### src/rtl/edge_event_capture.sv
// edge_event_capture: per-channel synchronised rise/fall detector with W1C sticky status and masked irq.
// Define EDGE_EVENT_COUNT_EN to build per-channel saturating event counters with cnt_sel readback.
module edge_event_capture #(
  parameter int DATA_WIDTH  = 8,
  parameter int SYNC_STAGES = 2,
  parameter int CNT_WIDTH   = 8,
  localparam int SEL_W      = (DATA_WIDTH > 1) ? $clog2(DATA_WIDTH) : 1
) (
  input  logic                  clk,
  input  logic                  reset,
  input  logic [DATA_WIDTH-1:0] data_in,
  input  logic [1:0]            mode,
  input  logic [DATA_WIDTH-1:0] clear,
  input  logic [DATA_WIDTH-1:0] irq_en,
  output logic [DATA_WIDTH-1:0] edge_out,
  output logic [DATA_WIDTH-1:0] status,
  output logic                  irq,
  input  logic [SEL_W-1:0]      cnt_sel,
  output logic [CNT_WIDTH-1:0]  cnt_out
);

  localparam int                WARM_W    = $clog2(SYNC_STAGES + 2);
  localparam logic [WARM_W-1:0] WARM_INIT = WARM_W'(SYNC_STAGES + 1);

  logic [DATA_WIDTH-1:0] sync_p0 [SYNC_STAGES];
  logic [DATA_WIDTH-1:0] prev_p1;
  logic [DATA_WIDTH-1:0] rise;
  logic [DATA_WIDTH-1:0] fall;
  logic [DATA_WIDTH-1:0] det;
  logic [WARM_W-1:0]     warm;

  // Stage p1 compare: the newest synchronised sample against the previous one.
  always_comb begin
    rise = sync_p0[SYNC_STAGES-1] & ~prev_p1;
    fall = ~sync_p0[SYNC_STAGES-1] & prev_p1;
    det  = '0;
    if (warm == '0) begin
      unique case (mode)
        2'b01:   det = rise;
        2'b10:   det = fall;
        2'b11:   det = rise | fall;
        default: det = '0;
      endcase
    end
  end

  // Warm-up hides the reset-zeroed chain filling with live data, so levels held through reset stay silent.
  always_ff @(posedge clk) begin
    if (reset) begin
      for (int k = 0; k < SYNC_STAGES; k++) sync_p0[k] <= '0;
      prev_p1  <= '0;
      edge_out <= '0;
      status   <= '0;
      irq      <= 1'b0;
      warm     <= WARM_INIT;
    end else begin
      sync_p0[0] <= data_in;
      for (int k = 1; k < SYNC_STAGES; k++) sync_p0[k] <= sync_p0[k-1];
      prev_p1  <= sync_p0[SYNC_STAGES-1];
      edge_out <= det;
      status   <= (status & ~clear) | edge_out;
      irq      <= |(status & irq_en);
      if (warm != '0) warm <= warm - WARM_W'(1);
    end
  end

`ifdef EDGE_EVENT_COUNT_EN
  logic [CNT_WIDTH-1:0] count [DATA_WIDTH];

  function automatic logic [CNT_WIDTH-1:0] sat_inc(input logic [CNT_WIDTH-1:0] v);
    return (&v) ? v : v + CNT_WIDTH'(1);
  endfunction

  // Stage p3 counters follow edge_out; readback adds one more register.
  always_ff @(posedge clk) begin
    if (reset) begin
      for (int i = 0; i < DATA_WIDTH; i++) count[i] <= '0;
      cnt_out <= '0;
    end else begin
      for (int i = 0; i < DATA_WIDTH; i++) begin
        if (clear[i])         count[i] <= CNT_WIDTH'(edge_out[i]);
        else if (edge_out[i]) count[i] <= sat_inc(count[i]);
      end
      if ({1'b0, cnt_sel} < (SEL_W+1)'(DATA_WIDTH)) cnt_out <= count[cnt_sel];
      else                                          cnt_out <= '0;
    end
  end
`else
  logic unused_cnt_sel;
  assign unused_cnt_sel = ^cnt_sel;
  assign cnt_out        = '0;
`endif

endmodule

### config.mk
export PLATFORM = sky130hd
export DESIGN_NAME = edge_event_capture
export DESIGN_NICKNAME = d
export VERILOG_FILES = /design/src/rtl/edge_event_capture.sv
export SDC_FILE = /design/constraint.sdc
export NUM_CORES = 1
export LEC_CHECK = 0
export CAP_MARGIN = 20
export CORE_ASPECT_RATIO = 1.2
export CORE_MARGIN = 2
export CORE_UTILIZATION = 41
export CTS_CLUSTER_DIAMETER = 30
export DETAILED_ROUTE_END_ITERATION = 6
export PLACE_DENSITY = 0.75
export SYNTH_ARGS = -nofsm -noshare
export SYNTH_HDL_FRONTEND = slang
export SYNTH_SLANG_ARGS = --single-unit
### constraint.sdc
create_clock -name clk -period 1 [get_ports clk]
set_input_delay 0.1 -clock clk [delete_from_list [all_inputs] [get_ports clk]]
set_output_delay 0.1 -clock clk [all_outputs]
set_load 0.02 [all_outputs]
# Word-level counts from Yosys, hierarchy flattened
# Memory sizes are Yosys's and may differ from the RTL's.
# Index checks and enable logic that the tools add are counted.
# word_totals
regBits	27
ram_bits	16
in_bits	31
output_inout_bits	25
mem_count	1
# classes
addsub	1
eq_ne	3
n_mux	6
bitwise	12
reduce_logical	4
# mem_list
name	depth	width	read_ports	rd_clocked_by_memory_dff	write_ports	line_no	rtl
sync_p0	2	8	2	0	2	25	logic [DATA_WIDTH-1:0] sync_p0 [SYNC_STAGES];
# op_table
cell	count
$and 8x8->8	4
$not 8->8	3
$pmux 8 s3	1
$mux 8	2
$or 8x8->8	2
$reduce_or 8->1	1
$eq 2x2->1 const B	2
$mux 1	3
$eq 2x1->1 const B	1
$logic_not 2->1	1
$or 1x1->1	2
$reduce_bool 2->1	1
$reduce_or 2->1	1
$sub 2x1->2 const B	1
$not 1->1	1

# Depth between registers and ports, before layout
# Gate-level depths: netlist of the first run.
# An unclocked memory read counts as a cell.
# depth
ltp_word	5
mapped_depth	5
mapped_depth_nobuf	5

# Worst setup path before layout of the first run
# OpenSTA, ideal clock, no wires.
# synth_timing
path_type	flip-flop to flip-flop
start	register warm[0]
end	register warm[1]
setup_ps	58
t_arrival_ps	934
slack_ps	8
stages_incl_launch_ff	5
path_buffers	0
synth_period_minus_slack_ps	992
cell_sequence	dfxtp_1 > inv_1 > ha_1 > mux2_2 > nand2_1
# synth_between
elab_chain_len	1
elab_cells_between_ends	2
# synth_rtl
element	line_no	rtl
start: declaration	30	logic [WARM_W-1:0] warm;
start signal: assignment	63	if (warm != '0) warm <= warm - WARM_W'(1);
$sub 2x1->2 / $reduce_bool 2->1 (equally long branches)	63	
# Parallel ways exist; a longest one is shown, timed or not.
# A chain may end at the register's enable or synchronous reset.

==> results of run 1 <==
## Yosys cell counts (2+ instances only)
master and n:
a21oi_1 16, inv_1 27, buf_2 4, buf_6 2, a22oi_1 4, nor2_1 16
o21ai_0 2, nand2_1 16, buf_4 9, dfxtp_1 43, ha_1 17, nor2b_1 19
o211ai_1 6
## power by group through the flow
| stage | clock (mW) | sequential (mW) | combinational, mW |
|---|---|---|---|
| CTS | 1.12 | 1.80 | 0.419 |
| floorplan | 0 | 1.84 | 0.237 |
| detailed placement | 0 | 1.84 | 0.397 |
| global route | 1.18 | 1.82 | 0.526 |
| finish | 1.06 | 1.81 | 0.477 |
| global placement | 0 | 1.83 | 0.390 |
## repair_timing
| action | CTS | global route |
|---|---|---|
| resized for setup | 91 | 41 |
| hold endpoints to repair | 0 | 0 |
| pin swaps | 14 | 28 |
| setup endpoints to repair | 27 | 11 |
| setup buffers | 1 | 1 |
## cell families (layout without fill, tap and decap cells)
family / Yosys count / in the layout / synth area share [%]
buffers and inverters: 42 / 99 / 12.05
xor gates and xnor gates: 1 / 1 / 0.4990
muxes: 1 / 1 / 0.6414
other: 1 / 8 / 0.2136
AOI/OAI and AO/OA: 30 / 30 / 10.62
adders and majority gates: 17 / 17 / 12.12
DFF: 43 / 43 / 49.04
and+or+nand+nor: 53 / 53 / 14.83
## layout by cell type, fill, tap and decap left out, types with 2 or more instances in the layout
cell type        instances
o211ai_1                 6
nand2_2                  4
inv_1                   12
buf_2                   17
o21ai_2                  2
clkinvlp_4               2
a21oi_1                 15
nand2_1                 12
buf_4                   18
nor2b_1                 17
clkdlybuf4s50_1         26
dfxtp_4                  2
dfxtp_1                 25
ha_1                     5
dfxtp_2                 16
inv_2                   15
clkbuf_8                 5
buf_6                    2
ha_2                     2
ha_4                    10
nor2b_4                  2
a22oi_1                  4
conb_1                   8
nor2_1                  16
## layout make-up
cell class,instances,area share (%)
multi-input combinational,110,34.50
tap,56,2.764
clock buffer,5,2.715
sequential,43,35.04
clock inverter,3,0.7897
inverter,27,3.998
timing repair buffer,64,20.19
## flip-flops by register name, indices dropped and copies added, names as in the netlist
signal,count
irq,1
warm,2
prev_p1,8
sync_p0,16
status,8
edge_out,8
## metal layers
metal | GRT usage [%] | wire length [um] | vias up
met5 | 0 | 0 | -
met4 | 9.420 | 62 | 0
met3 | 4.874 | 251 | 4
met2 | 27.02 | 1743 | 54
met1 | 13.25 | 1335 | 603
li1 | - | - | 692
## worst max-delay path, stage by stage, from the launching register on
cell     delay, ps
dfxtp_2        370
inv_2           50
ha_2           160
and2b_1        160
o21ai_2        110
a21oi_1         70
## worst min-delay path by stage
stage | slack [ps] | from | to | cells after the start
2_1_floorplan | 170 | reset | sync_p0[0][0] | 1
5_1_grt | 340 | data_in[5] | sync_p0[0][5] | 2
3_5_place_dp | 420 | sync_p0[0][4] | sync_p0[0][12] | 1
6_report | 350 | data_in[7] | sync_p0[0][7] | 2
3_3_place_gp | 420 | sync_p0[0][7] | sync_p0[0][15] | 1
4_1_cts | 330 | data_in[3] | sync_p0[0][3] | 2
==> flow_metrics.py, run 1 <==
metrics = {
    "grt": {
        "grt_remaining_overflow": 0,
        "grt_max_degree": 22,
        "grt_pass1_vias": 1250,
        "grt_pass1_wl_mm": 5.133,
        "grt_antenna_before_repair": 0,
        "grt.total_usage_pct": 14.29,
    },
    "power": {
        "p_comb_share_pct": 14.2,
        "pwr_density_cell_mw_per_mm2": 1324,
        "power_switching_share_pct": 24.55,
        "power_frac_seq_pct": 54.1,
        "p_int_mw": 2.532,
        "pwr-share-clk_pct": 31.7,
        "p_leak_nw": 1.082,
        "peakVddDrop_uv": 951.6,
        "report.power.total_mw": 3.355,
        "p_switching_mw": 0.8236,
    },
    "critical_path": {
        "cp_data_required_time_ps": 1190,
        "critPathArrivalTime_ps": 1210,
        "rr_worst_depth": 5,
        "worstReg2RegEnd": "edge_out[7]",
        "startpoint": "sync_p0[0][15]",
        "endpoint_kind": "register",
        "cp-endpoint": "edge_out[7]",
        "reg2reg_slack_ps": -20,
        "cp-start-kind": "register",
        "worstSetupPathType": "reg2reg",
        "timing.rr.start": "sync_p0[0][15]",
        "cp_max_fo": 2,
    },
    "sta": {
        "fin_hold_ws_ps": 348.4,
        "rsz0062_at_grt": "yes",
        "skew_ps": 2.761,
        "drv_slew": 0,
        "hold_viol": 0,
        "setup_viol": 2,
        "setup_tns_ps": -17.31,
        "fmax_mhz": 983.9,
        "min_period_ps": 1016,
        "finalCritPeriodShare_pct": 101.6,
        "final.setup.worst_slack_ps": -16.40,
    },
    "flow_run": {
        "drv_cap": 0,
    },
    "synth": {
        "yosys_warnings": 0,
        "synth.avg_cell_area_um2": 9.337,
        "synthesis.area_mm2": 0.001755,
        "ys_async_sr_fraction_pct": 0,
        "synth-main-ff-cell": "dfxtp_1",
        "synth_area_leaders": "dfxtp_1, ha_1, nor2b_1",
        "synthCells": 188,
        "yosys_register_bits": 43,
        "synth_top_area_share_pct": 49.04,
        "synth_cell_types": 20,
        "post-synth-top-area-cell": "dfxtp_1",
        "synth_seq_area_share_pct": 49.04,
        "synth_edf_count": 0,
    },
    "detailed_routing": {
        "ant_nets": 0,
        "avgViaCountPerCell": 4.393,
        "wl_per_cell_um": 11.02,
        "num_vias": 1353,
        "drtIter0Drc": 17,
        "totalWireLength_mm": 3.394,
        "drt-pass1-iter-count": 4,
        "drc": 0,
    },
    "cells_and_area": {
        "regArea_um2": 888.4,
        "stdcell_count": 308,
        "fin_nets": 299,
        "multiInputGateArea_um2": 874.6,
        "final_core_util_pct": 60.41,
        "n_fill_cell": 372,
        "area_growth_pct": 44.40,
        "antenna_cells": 0,
        "design_area_mm2": 0.002535,
        "drive_gt1_share_pct": 40.48,
    },
    "cts": {
        "cts_hold_buffers": 0,
        "cts_root_buffer": "clkbuf_8",
        "htreeDepth": 2,
        "numClockSinks": 43,
        "cts_tree": "yes",
        "numCtsBuffers": 5,
        "path_clk_slew_ps": 80,
        "cts_buffer_depth": 2,
        "insertion_delay_ps": 300,
    },
    "die": {
        "die_area_mm2": 0.004823,
        "start_util_pct": 41.83,
        "die_x_um": 63.73,
        "die_h_um": 75.68,
        "boundaryPins": 56,
        "core_area_mm2": 0.004197,
        "rows": 26,
    },
    "placed_design": {
        "hpwlAfterDp_mm": 2.182,
        "gp_congestion": 0.7025,
        "place.port_buffers": 44,
        "dp_worst_setup_slack_ps": -333.8,
        "dpl_cell_area_mm2": 0.002317,
        "placedCellCount": 298,
    },
    "status": {
        "status": "finished with violations",
        "violations": "negative setup slack",
    },
    "hold_path": {
        "hold_path_class": "in2reg",
    },
}
No activity file was read; power rests on OpenSTA's default activity.
==> run 2, diff against run 1 <==
--- a/config.mk
+++ b/config.mk
@@ -11,6 +11,7 @@
 export CORE_UTILIZATION = 41
 export CTS_CLUSTER_DIAMETER = 30
 export DETAILED_ROUTE_END_ITERATION = 6
+export MAX_ROUTING_LAYER = met4
 export PLACE_DENSITY = 0.75
 export SYNTH_ARGS = -nofsm -noshare
 export SYNTH_HDL_FRONTEND = slang
==> run 2 against run 1 <==
  * The run still ends with negative setup slack left
  * Wire length grew 0.18%
  * Register-to-register slack is essentially flat
  * Largest power group unchanged
  * Combinational power is essentially flat
  * Highest routed layer unchanged
  * Non-clock buffer count is the same
  * Global-route usage grew 0.45 points
  * First-iteration DRC count is the same
  * Sequential share of layout area is the same
  * Critical path depth is the same
  * Fmax is essentially flat
  * Flip-flop and latch count is the same
==> flow_metrics.py, run 2 (synthesized netlist as in run 1, its figures left out) <==
metrics = {
    "sta": {
        "skew_ps": 3.251,
        "rsz0062_at_grt": "yes",
        "setup_viol": 2,
        "min_period_ps": 1016,
        "final.setup.worst_slack_ps": -16.12,
        "finalCritPeriodShare_pct": 101.6,
        "drv_slew": 0,
        "fmax_mhz": 984.1,
        "hold_viol": 0,
    },
    "cts": {
        "cts_buffer_depth": 2,
        "cts_tree": "yes",
        "cts_root_buffer": "clkbuf_8",
        "insertion_delay_ps": 300,
        "numCtsBuffers": 5,
        "cts_hold_buffers": 0,
        "path_clk_slew_ps": 80,
        "numClockSinks": 43,
        "htreeDepth": 2,
    },
    "critical_path": {
        "endpoint_kind": "register",
        "timing.rr.start": "sync_p0[0][15]",
        "cp-start-kind": "register",
        "worstReg2RegEnd": "edge_out[7]",
        "cp_data_required_time_ps": 1190,
        "rr_worst_depth": 5,
        "cp_max_fo": 2,
        "critPathArrivalTime_ps": 1210,
        "reg2reg_slack_ps": -20,
        "worstSetupPathType": "reg2reg",
    },
    "placed_design": {
        "place.port_buffers": 44,
        "gp_congestion": 0.7102,
        "hpwlAfterDp_mm": 2.182,
    },
    "power": {
        "p_comb_share_pct": 14.2,
        "peakVddDrop_uv": 951.9,
        "power_frac_seq_pct": 54.0,
        "pwr-share-clk_pct": 31.7,
        "p_switching_mw": 0.8241,
        "report.power.total_mw": 3.356,
        "p_leak_nw": 1.082,
        "p_int_mw": 2.532,
        "power_switching_share_pct": 24.56,
        "pwr_density_cell_mw_per_mm2": 1324,
    },
    "detailed_routing": {
        "wl_per_cell_um": 11.04,
        "drtIter0Drc": 17,
        "avgViaCountPerCell": 4.393,
        "drc": 0,
        "num_vias": 1353,
        "drt-pass1-iter-count": 4,
        "totalWireLength_mm": 3.400,
        "ant_nets": 0,
    },
    "hold_path": {
        "hold_path_class": "in2reg",
        "min_path_cells": 2,
        "hold_path_end": "sync_p0[0][7]",
        "hp-start": "data_in[7]",
    },
    "grt": {
        "grt.total_usage_pct": 14.74,
        "grt_remaining_overflow": 0,
        "grt_antenna_before_repair": 0,
        "grt_pass1_wl_mm": 5.126,
        "grt_pass1_vias": 1244,
        "grt_max_degree": 22,
    },
    "cells_and_area": {
        "regArea_um2": 888.4,
        "fin_nets": 299,
        "final_common_cell": "clkdlybuf4s50_1",
        "layout_common_cells": "clkdlybuf4s50_1, dfxtp_1, buf_4",
        "regMostFlops": "sync_p0",
        "multiInputGateArea_um2": 874.6,
        "area_growth_pct": 44.40,
        "drive_gt1_share_pct": 40.48,
        "n_fill_cell": 372,
        "largest_register_ffs": 16,
        "antenna_cells": 0,
        "final_core_util_pct": 60.41,
    },
    "die": {
        "boundaryPins": 56,
        "die_x_um": 63.73,
        "die_h_um": 75.68,
        "core_area_mm2": 0.004197,
        "die_area_mm2": 0.004823,
        "start_util_pct": 41.83,
        "rows": 26,
    },
    "flow_run": {
        "drv_cap": 0,
    },
    "status": {
        "violations": "negative setup slack",
        "status": "finished with violations",
    },
}
-- run 2: timing repair --
item	CTS	global route
pin swaps	14	28
endpoints found under the setup margin	27	11
cloned	0	0
buffers inserted	1	1
resized for setup	91	41
-- run 2: how the worst max path moves through the flow --
stage	from	endpoint	cells past startpoint
6_report	sync_p0[0][15]	edge_out[7]	5
5_1_grt	sync_p0[0][15]	edge_out[7]	5
4_1_cts	prev_p1[2]	edge_out[2]	5
3_5_place_dp	mode[0]	edge_out[4]	4
3_3_place_gp	mode[0]	edge_out[4]	4
2_1_floorplan	warm[0]	warm[1]	4
-- run 2: routing by layer --
layer  vias up  wire, um  global-route usage [%]
met2        54      1724                   27.02
li1        692         -                       -
met1       600      1340                   13.25
met3         7       252                   4.874
met4         0        82                   9.420
met5         -         0                       -
-- run 2: layout make-up --
type,instances,share of cell area [%]
Sequential cell,43,35.04
Multi-Input combinational cell,110,34.50
Timing Repair Buffer,64,20.19
Inverter,27,3.998
Tap cell,56,2.764
Clock buffer,5,2.715
Clock inverter,3,0.7897
-- run 2: critical path, stage by stage, from the launching register on --
cell and delay [ps]:
dfxtp_2 370, inv_2 50, ha_2 160, and2b_1 160, o21ai_2 110, a21oi_1 70
-- run 2: metrics by stage --
step | setup TNS [ps] | instances | hold slack (ps) | instance area, um2 | worst slack (ps)
2_1_floorplan | 0 | 195 | 171.6 | 1782 | 8.354
3_3_place_gp | -3782 | 298 | 417.2 | 2317 | -301.5
3_5_place_dp | -4361 | 298 | 421.2 | 2317 | -333.8
4_1_cts | -33.71 | 307 | 330.3 | 2386 | -19.68
5_1_grt | -227.7 | 308 | 341.7 | 2535 | -62.80
6_report | -16.83 | 308 | 348.1 | 2535 | -16.12
-- run 2: power groups by stage --
stage          Sequential, mW  Clock, mW  Combinational, mW
2_1_floorplan            1.84          0              0.237
3_3_place_gp             1.83          0              0.390
3_5_place_dp             1.84          0              0.397
4_1_cts                  1.80       1.12              0.419
5_1_grt                  1.82       1.18              0.526
6_report                 1.81       1.06              0.477
